===== src/rtl/alu_step_ctrl.sv =====
// rtl/alu_step_ctrl.sv - button debounce and A/B/opcode entry sequencer for the board ALU
// Produces one-cycle pb1/pb2/pb3 load/execute strobes alongside a registered switch value.

module alu_step_db #(
  parameter int DB_COUNT = 4,
  parameter int DB_W     = 20
) (
  input  logic clk,
  input  logic rst,
  input  logic btn,
  output logic evt
);
  logic            s1, s2, db, armed;
  logic [1:0]      prim;
  logic [DB_W-1:0] cnt;

  // armed blocks the first rising edge when the button is already held as reset
  // releases; prim[1] marks s2 as holding a genuine post-reset sample
  always_ff @(posedge clk or posedge rst) begin
    if (rst) begin
      s1    <= 1'b0;
      s2    <= 1'b0;
      db    <= 1'b0;
      armed <= 1'b0;
      prim  <= 2'b00;
      cnt   <= '0;
      evt   <= 1'b0;
    end else begin
      s1   <= btn;
      s2   <= s1;
      prim <= {prim[0], 1'b1};
      evt  <= 1'b0;
      if (prim[1] && !s2) armed <= 1'b1;
      if (s2 != db) begin
        if (cnt == DB_W'(DB_COUNT - 1)) begin
          db  <= s2;
          cnt <= '0;
          evt <= s2 & armed;
        end else begin
          cnt <= cnt + 1'b1;
        end
      end else begin
        cnt <= '0;
      end
    end
  end
endmodule

module alu_step_ctrl #(
  parameter int DB_COUNT = 4,
  parameter int DB_W     = 20
) (
  input  logic       clk,
  input  logic       rst,
  input  logic       btn_next,
  input  logic       btn_clr,
  input  logic [7:0] sw,
  output logic       pb1,
  output logic       pb2,
  output logic       pb3,
  output logic [7:0] sw_out,
  output logic [3:0] m_3,
  output logic       op_err,
  output logic [7:0] op_count,
  output logic [1:0] stage
);
  typedef enum logic [1:0] {
    GET_A  = 2'd0,
    GET_B  = 2'd1,
    GET_OP = 2'd2,
    SHOW   = 2'd3
  } state_t;

  state_t     state, state_n;
  logic       next_evt, clr_evt;
  logic       pb1_n, pb2_n, pb3_n, op_err_n, valid_op;
  logic [7:0] sw_out_n, op_count_n;

  alu_step_db #(.DB_COUNT(DB_COUNT), .DB_W(DB_W)) u_db_next (
    .clk(clk), .rst(rst), .btn(btn_next), .evt(next_evt)
  );

  alu_step_db #(.DB_COUNT(DB_COUNT), .DB_W(DB_W)) u_db_clr (
    .clk(clk), .rst(rst), .btn(btn_clr), .evt(clr_evt)
  );

  assign valid_op = (sw[2:0] != 3'b000) && (sw[2:0] != 3'b111);

  always_ff @(posedge clk or posedge rst) begin
    if (rst) begin
      state    <= GET_A;
      pb1      <= 1'b0;
      pb2      <= 1'b0;
      pb3      <= 1'b0;
      sw_out   <= 8'h00;
      op_err   <= 1'b0;
      op_count <= 8'h00;
    end else begin
      state    <= state_n;
      pb1      <= pb1_n;
      pb2      <= pb2_n;
      pb3      <= pb3_n;
      sw_out   <= sw_out_n;
      op_err   <= op_err_n;
      op_count <= op_count_n;
    end
  end

  // clear wins over a coincident next, which is dropped
  always_comb begin
    state_n    = state;
    pb1_n      = 1'b0;
    pb2_n      = 1'b0;
    pb3_n      = 1'b0;
    sw_out_n   = sw_out;
    op_err_n   = op_err;
    op_count_n = op_count;
    if (clr_evt) begin
      state_n  = GET_A;
      op_err_n = 1'b0;
    end else if (next_evt) begin
      case (state)
        GET_A: begin
          sw_out_n = sw;
          pb1_n    = 1'b1;
          state_n  = GET_B;
        end
        GET_B: begin
          sw_out_n = sw;
          pb2_n    = 1'b1;
          state_n  = GET_OP;
        end
        GET_OP: begin
          if (valid_op) begin
            sw_out_n   = sw;
            pb3_n      = 1'b1;
            op_err_n   = 1'b0;
            op_count_n = op_count + 8'd1;
            state_n    = SHOW;
          end else begin
            op_err_n = 1'b1;
          end
        end
        SHOW:    state_n = GET_A;
        default: state_n = GET_A;
      endcase
    end
  end

  always_comb begin
    m_3 = 4'hA;
    case (state)
      GET_A:   m_3 = 4'hA;
      GET_B:   m_3 = 4'hB;
      GET_OP:  m_3 = 4'hC;
      SHOW:    m_3 = 4'hD;
      default: m_3 = 4'hA;
    endcase
  end

  assign stage = state;
endmodule


===== config.mk =====
export PLATFORM = sky130hd
export DESIGN_NAME = alu_step_ctrl
export DESIGN_NICKNAME = d
export VERILOG_FILES = /design/src/rtl/alu_step_ctrl.sv
export SDC_FILE = /design/constraint.sdc
export NUM_CORES = 1
export LEC_CHECK = 0
export ABC_AREA = 0
export CAP_MARGIN = 20
export CORE_MARGIN = 2
export CORE_UTILIZATION = 60
export DETAILED_ROUTE_END_ITERATION = 16
export PLACE_DENSITY = 0.93
export SETUP_SLACK_MARGIN = 0.02
export SYNTH_ARGS = -nofsm -noshare
export SYNTH_HDL_FRONTEND = slang
export SYNTH_SLANG_ARGS = --single-unit

===== constraint.sdc =====
create_clock -name clk -period 3.4 [get_ports clk]
set_input_delay 0.34 -clock clk [delete_from_list [all_inputs] [get_ports clk]]
set_output_delay 0.34 -clock clk [all_outputs]
set_load 0.005 [all_outputs]

==> impl_metrics.env <==
export IMPL_drcViolationCount=0
export IMPL_clk_pin_slew_worst_paths_ns=0.08
export IMPL_portBuffers=36
export IMPL_die_h_um=79.6
export IMPL_cp_depth=5
export IMPL_final_hold_violation_count=0
export IMPL_routed_via_density=5.79
export IMPL_layout_drive_gt1_share_pct=11.2
export IMPL_clock_power_share_pct=29.6
export IMPL_seqPwrFrac_pct=44.0
export IMPL_cts_repair_resized=0
export IMPL_initial_utilization_pct=62.3
export IMPL_gp_congestion=0.867
export IMPL_rsz0062_at_grt="no"
export IMPL_critPathKind="flip-flop to primary output"
export IMPL_slew_headroom_pct=50.0
export IMPL_power_switching_uw=742
export IMPL_drt_initial_drc_count=210
export IMPL_skew_ns=0.00885
export IMPL_irDropWorstVdd_v=0.000434
export IMPL_crit_chain="inv_1 -> ha_1 -> nor2_1 -> nor2_1 -> clkdlybuf4s50_1"
export IMPL_synthCells=318
export IMPL_required_ns=3.06
export IMPL_cts_root_buffer_cell="clkbuf_8"
export IMPL_slowest_delay_ns=0.50
export IMPL_fin_crit_ns=2.30
export IMPL_status="finished clean"
export IMPL_synth_top_area_share_pct=54.0
export IMPL_nets=382
export IMPL_setup_worst_path_start="stage[0]"
export IMPL_ys_warn_count=0
export IMPL_synth_enable_flop_cells=0
export IMPL_p_per_area_nw_per_um2=615
export IMPL_critPathCapture="m_3[2]"
export IMPL_clock_latency_ns=0.35
export IMPL_firstDrtPassIters=4
export IMPL_n_antenna_cell=0
export IMPL_cts_sinks=74
export IMPL_routed_wl_mm=6.81
export IMPL_dr_total_vias=2542
export IMPL_design_core_area_um2=5510
export IMPL_hold_depth=0
export IMPL_timing_rr_start="u_db_clr.cnt[0]"
export IMPL_synthFlopType="dfrtp_1"
export IMPL_startpoint_type="flip-flop"
export IMPL_overflow=0
export IMPL_cts_setup_buffers=0
export IMPL_swShare_pct=29.5
export IMPL_fillers=343
export IMPL_ff2ff_path_depth=5
export IMPL_worstPathArrival_ns=1.96
export IMPL_p_leak_uw=0.00173
export IMPL_cts_buffers=9
export IMPL_setup_viol=0
export IMPL_syn_to_final_growth_pct=19.3
export IMPL_r2r_end="u_db_clr.cnt[14]"
export IMPL_cts_buffer_depth=2
export IMPL_cp_end_kind="primary output"
export IMPL_synth_area_top_cells="dfrtp_1 54%, xnor2_1 7.1%, nor2_1 5.3%"
export IMPL_period_share_pct=67.7
export IMPL_drv_cap=0
export IMPL_worst_path_max_delay_cell="clkdlybuf4s50_1"
export IMPL_hpwl_mm=4.57
export IMPL_fp_dieW_um=79.6
export IMPL_hp_class="flip-flop to flip-flop"
export IMPL_cts_hold_buffers=0
export IMPL_ys_types=42
export IMPL_utilization_pct=74.3
export IMPL_synthArstFlopShare_pct=100
export IMPL_dieArea_um2=6340
export IMPL_final_setup_tns_ns=0
export IMPL_ant_nets=0
export IMPL_yosys_area_top_type="dfrtp_1"
export IMPL_critPathBufInv=2
export IMPL_comb_power_share_pct=26.4
export IMPL_grt_use_total_pct=23.7
export IMPL_crit_top_cell="nor2_1"
export IMPL_seq_area_frac_synth_pct=54.0
export IMPL_tritoncts="done"
export IMPL_rows=27
export IMPL_rrSetupSlack_ns=1.30
export IMPL_htree_levels=3
export IMPL_internal_power_uw=1770
export IMPL_antenna_found_initial=0
export IMPL_netlist_area_um2=3430
export IMPL_grt_pass1_wl_mm=11.4
export IMPL_ys_seq_elements=74
export IMPL_fmax_mhz=434
export IMPL_critPathTopFamily="buffers and inverters"
export IMPL_worstMarginPinSlew_ns=0.750
export IMPL_crit_fanout=8
export IMPL_grt_pass1_vias=2457
export IMPL_ios=38
export IMPL_wire_per_inst_um=15.5
export IMPL_grt_max_degree=36
export IMPL_avgSynthCellArea_um2=10.8
export IMPL_slew_violations=0
## metal layers
layer | wire, µm | part of all wire [%] | track usage (%)
met2 | 3400 | 50 | 37.9
met1 | 2950 | 43 | 30.0
met5 | 0 | 0 | 0
met4 | 140 | 2.1 | 12.6
met3 | 321 | 4.7 | 5.32
## worst min path at each step
stage                     start          endpoint  slack (ns)
2_1_floorplan  u_db_clr.prim[0]  u_db_clr.prim[1]        0.33
3_3_place_gp   u_db_clr.prim[0]  u_db_clr.prim[1]        0.33
3_5_place_dp       u_db_next.s1      u_db_next.s2        0.34
4_1_cts            u_db_next.s1      u_db_next.s2        0.35
5_1_grt            u_db_next.s1      u_db_next.s2        0.36
6_report           u_db_next.s1      u_db_next.s2        0.35
## cell usage after synthesis (4+ instances only)
library cell / n
nand3_1: 12
nor4_1: 12
inv_1: 12
and3_1: 4
xor2_1: 9
nor2_1: 48
o21ai_0: 5
nand2_1: 17
or3_1: 4
mux2_2: 11
dfrtp_1: 74
nor3_1: 11
nand2b_1: 4
ha_1: 8
mux2i_1: 4
a21oi_1: 4
nand4_1: 12
xnor2_1: 28
## power by group through the flow
stage          clock (µW)  combinational, µW  sequential [µW]
3_3_place_gp            0                630             1110
3_5_place_dp            0                661             1120
6_report              744                665             1110
2_1_floorplan           0                360             1100
4_1_cts               756                675             1110
5_1_grt               789                730             1120
## layout by cell type, fill, tap and decap left out, types with 2 or more instances in the layout
| cell type | synthesis | final |
|---|---|---|
| nor3_1 | 11 | 11 |
| o21ai_0 | 5 | 5 |
| nand3_1 | 12 | 12 |
| a21o_1 | 3 | 3 |
| and4_1 | 3 | 3 |
| nand4_1 | 12 | 12 |
| nor4b_1 | 3 | 3 |
| ha_1 | 8 | 8 |
| and4b_1 | 2 | 2 |
| dfrtp_1 | 74 | 74 |
| or2_2 | 3 | 3 |
| nand2_1 | 17 | 17 |
| nor4_1 | 12 | 12 |
| bufinv_16 | 0 | 2 |
| buf_4 | 1 | 3 |
| nor2_1 | 48 | 48 |
| and3_1 | 4 | 4 |
| or3_1 | 4 | 4 |
| conb_1 | 1 | 2 |
| a21oi_1 | 4 | 4 |
| clkdlybuf4s50_1 | 0 | 36 |
| mux2_2 | 11 | 11 |
| or4_1 | 2 | 2 |
| clkinv_2 | 0 | 2 |
| mux2i_1 | 4 | 4 |
| nand3_2 | 2 | 2 |
| xor2_1 | 9 | 9 |
| clkinvlp_4 | 0 | 2 |
| inv_1 | 12 | 11 |
| xnor2_1 | 28 | 28 |
| clkbuf_8 | 0 | 9 |
| nand2b_1 | 4 | 4 |
## per-stage QoR
step / power, µW / cell area (µm²) / worst slack [ns] / cells / hold slack [ns]
floorplan: 1460 / 3430 / 1.18 / 319 / 0.331
global placement: 1740 / 3870 / 1.20 / 423 / 0.334
detailed placement: 1780 / 3870 / 1.19 / 423 / 0.336
CTS: 2540 / 4090 / 1.09 / 439 / 0.348
global route: 2640 / 4090 / 1.02 / 439 / 0.362
finish: 2510 / 4090 / 1.10 / 439 / 0.347
## cells by family after synthesis
| group | synth area share (%) |
|---|---|
| AO/OA/AOI/OAI | 4.89 |
| XOR/XNOR | 9.45 |
| adder cells (fa/ha/maj) | 2.92 |
| buffers and inverters | 2.30 |
| flip-flops | 54.0 |
| multiplexers | 4.78 |
| other | 0.109 |
| AND/OR/NAND/NOR | 21.6 |
## sequential cells by signal (all words and copies together), names as in the netlist
name             cells
u_db_next.armed      1
u_db_next.s1         1
pb1                  1
sw_out               8
stage                2
u_db_clr.prim        2
u_db_clr.s1          1
u_db_clr.armed       1
u_db_clr.evt         1
op_count             8
pb3                  1
u_db_next.db         1
u_db_clr.db          1
u_db_clr.s2          1
pb2                  1
u_db_next.cnt       20
u_db_clr.cnt        20
u_db_next.evt        1
u_db_next.s2         1
op_err               1
## area by class of cell
type,instances,area [µm²],area share [%]
repair buffers,39,383,9.36
clock buffers,9,124,3.03
multi-input cells,226,1500,36.8
clock inverters,7,93.8,2.29
inverters,12,45.0,1.10
flip-flops and latches,74,1850,45.3
well taps,72,90.1,2.20
Note: power is estimated with default switching activity, not from simulation.
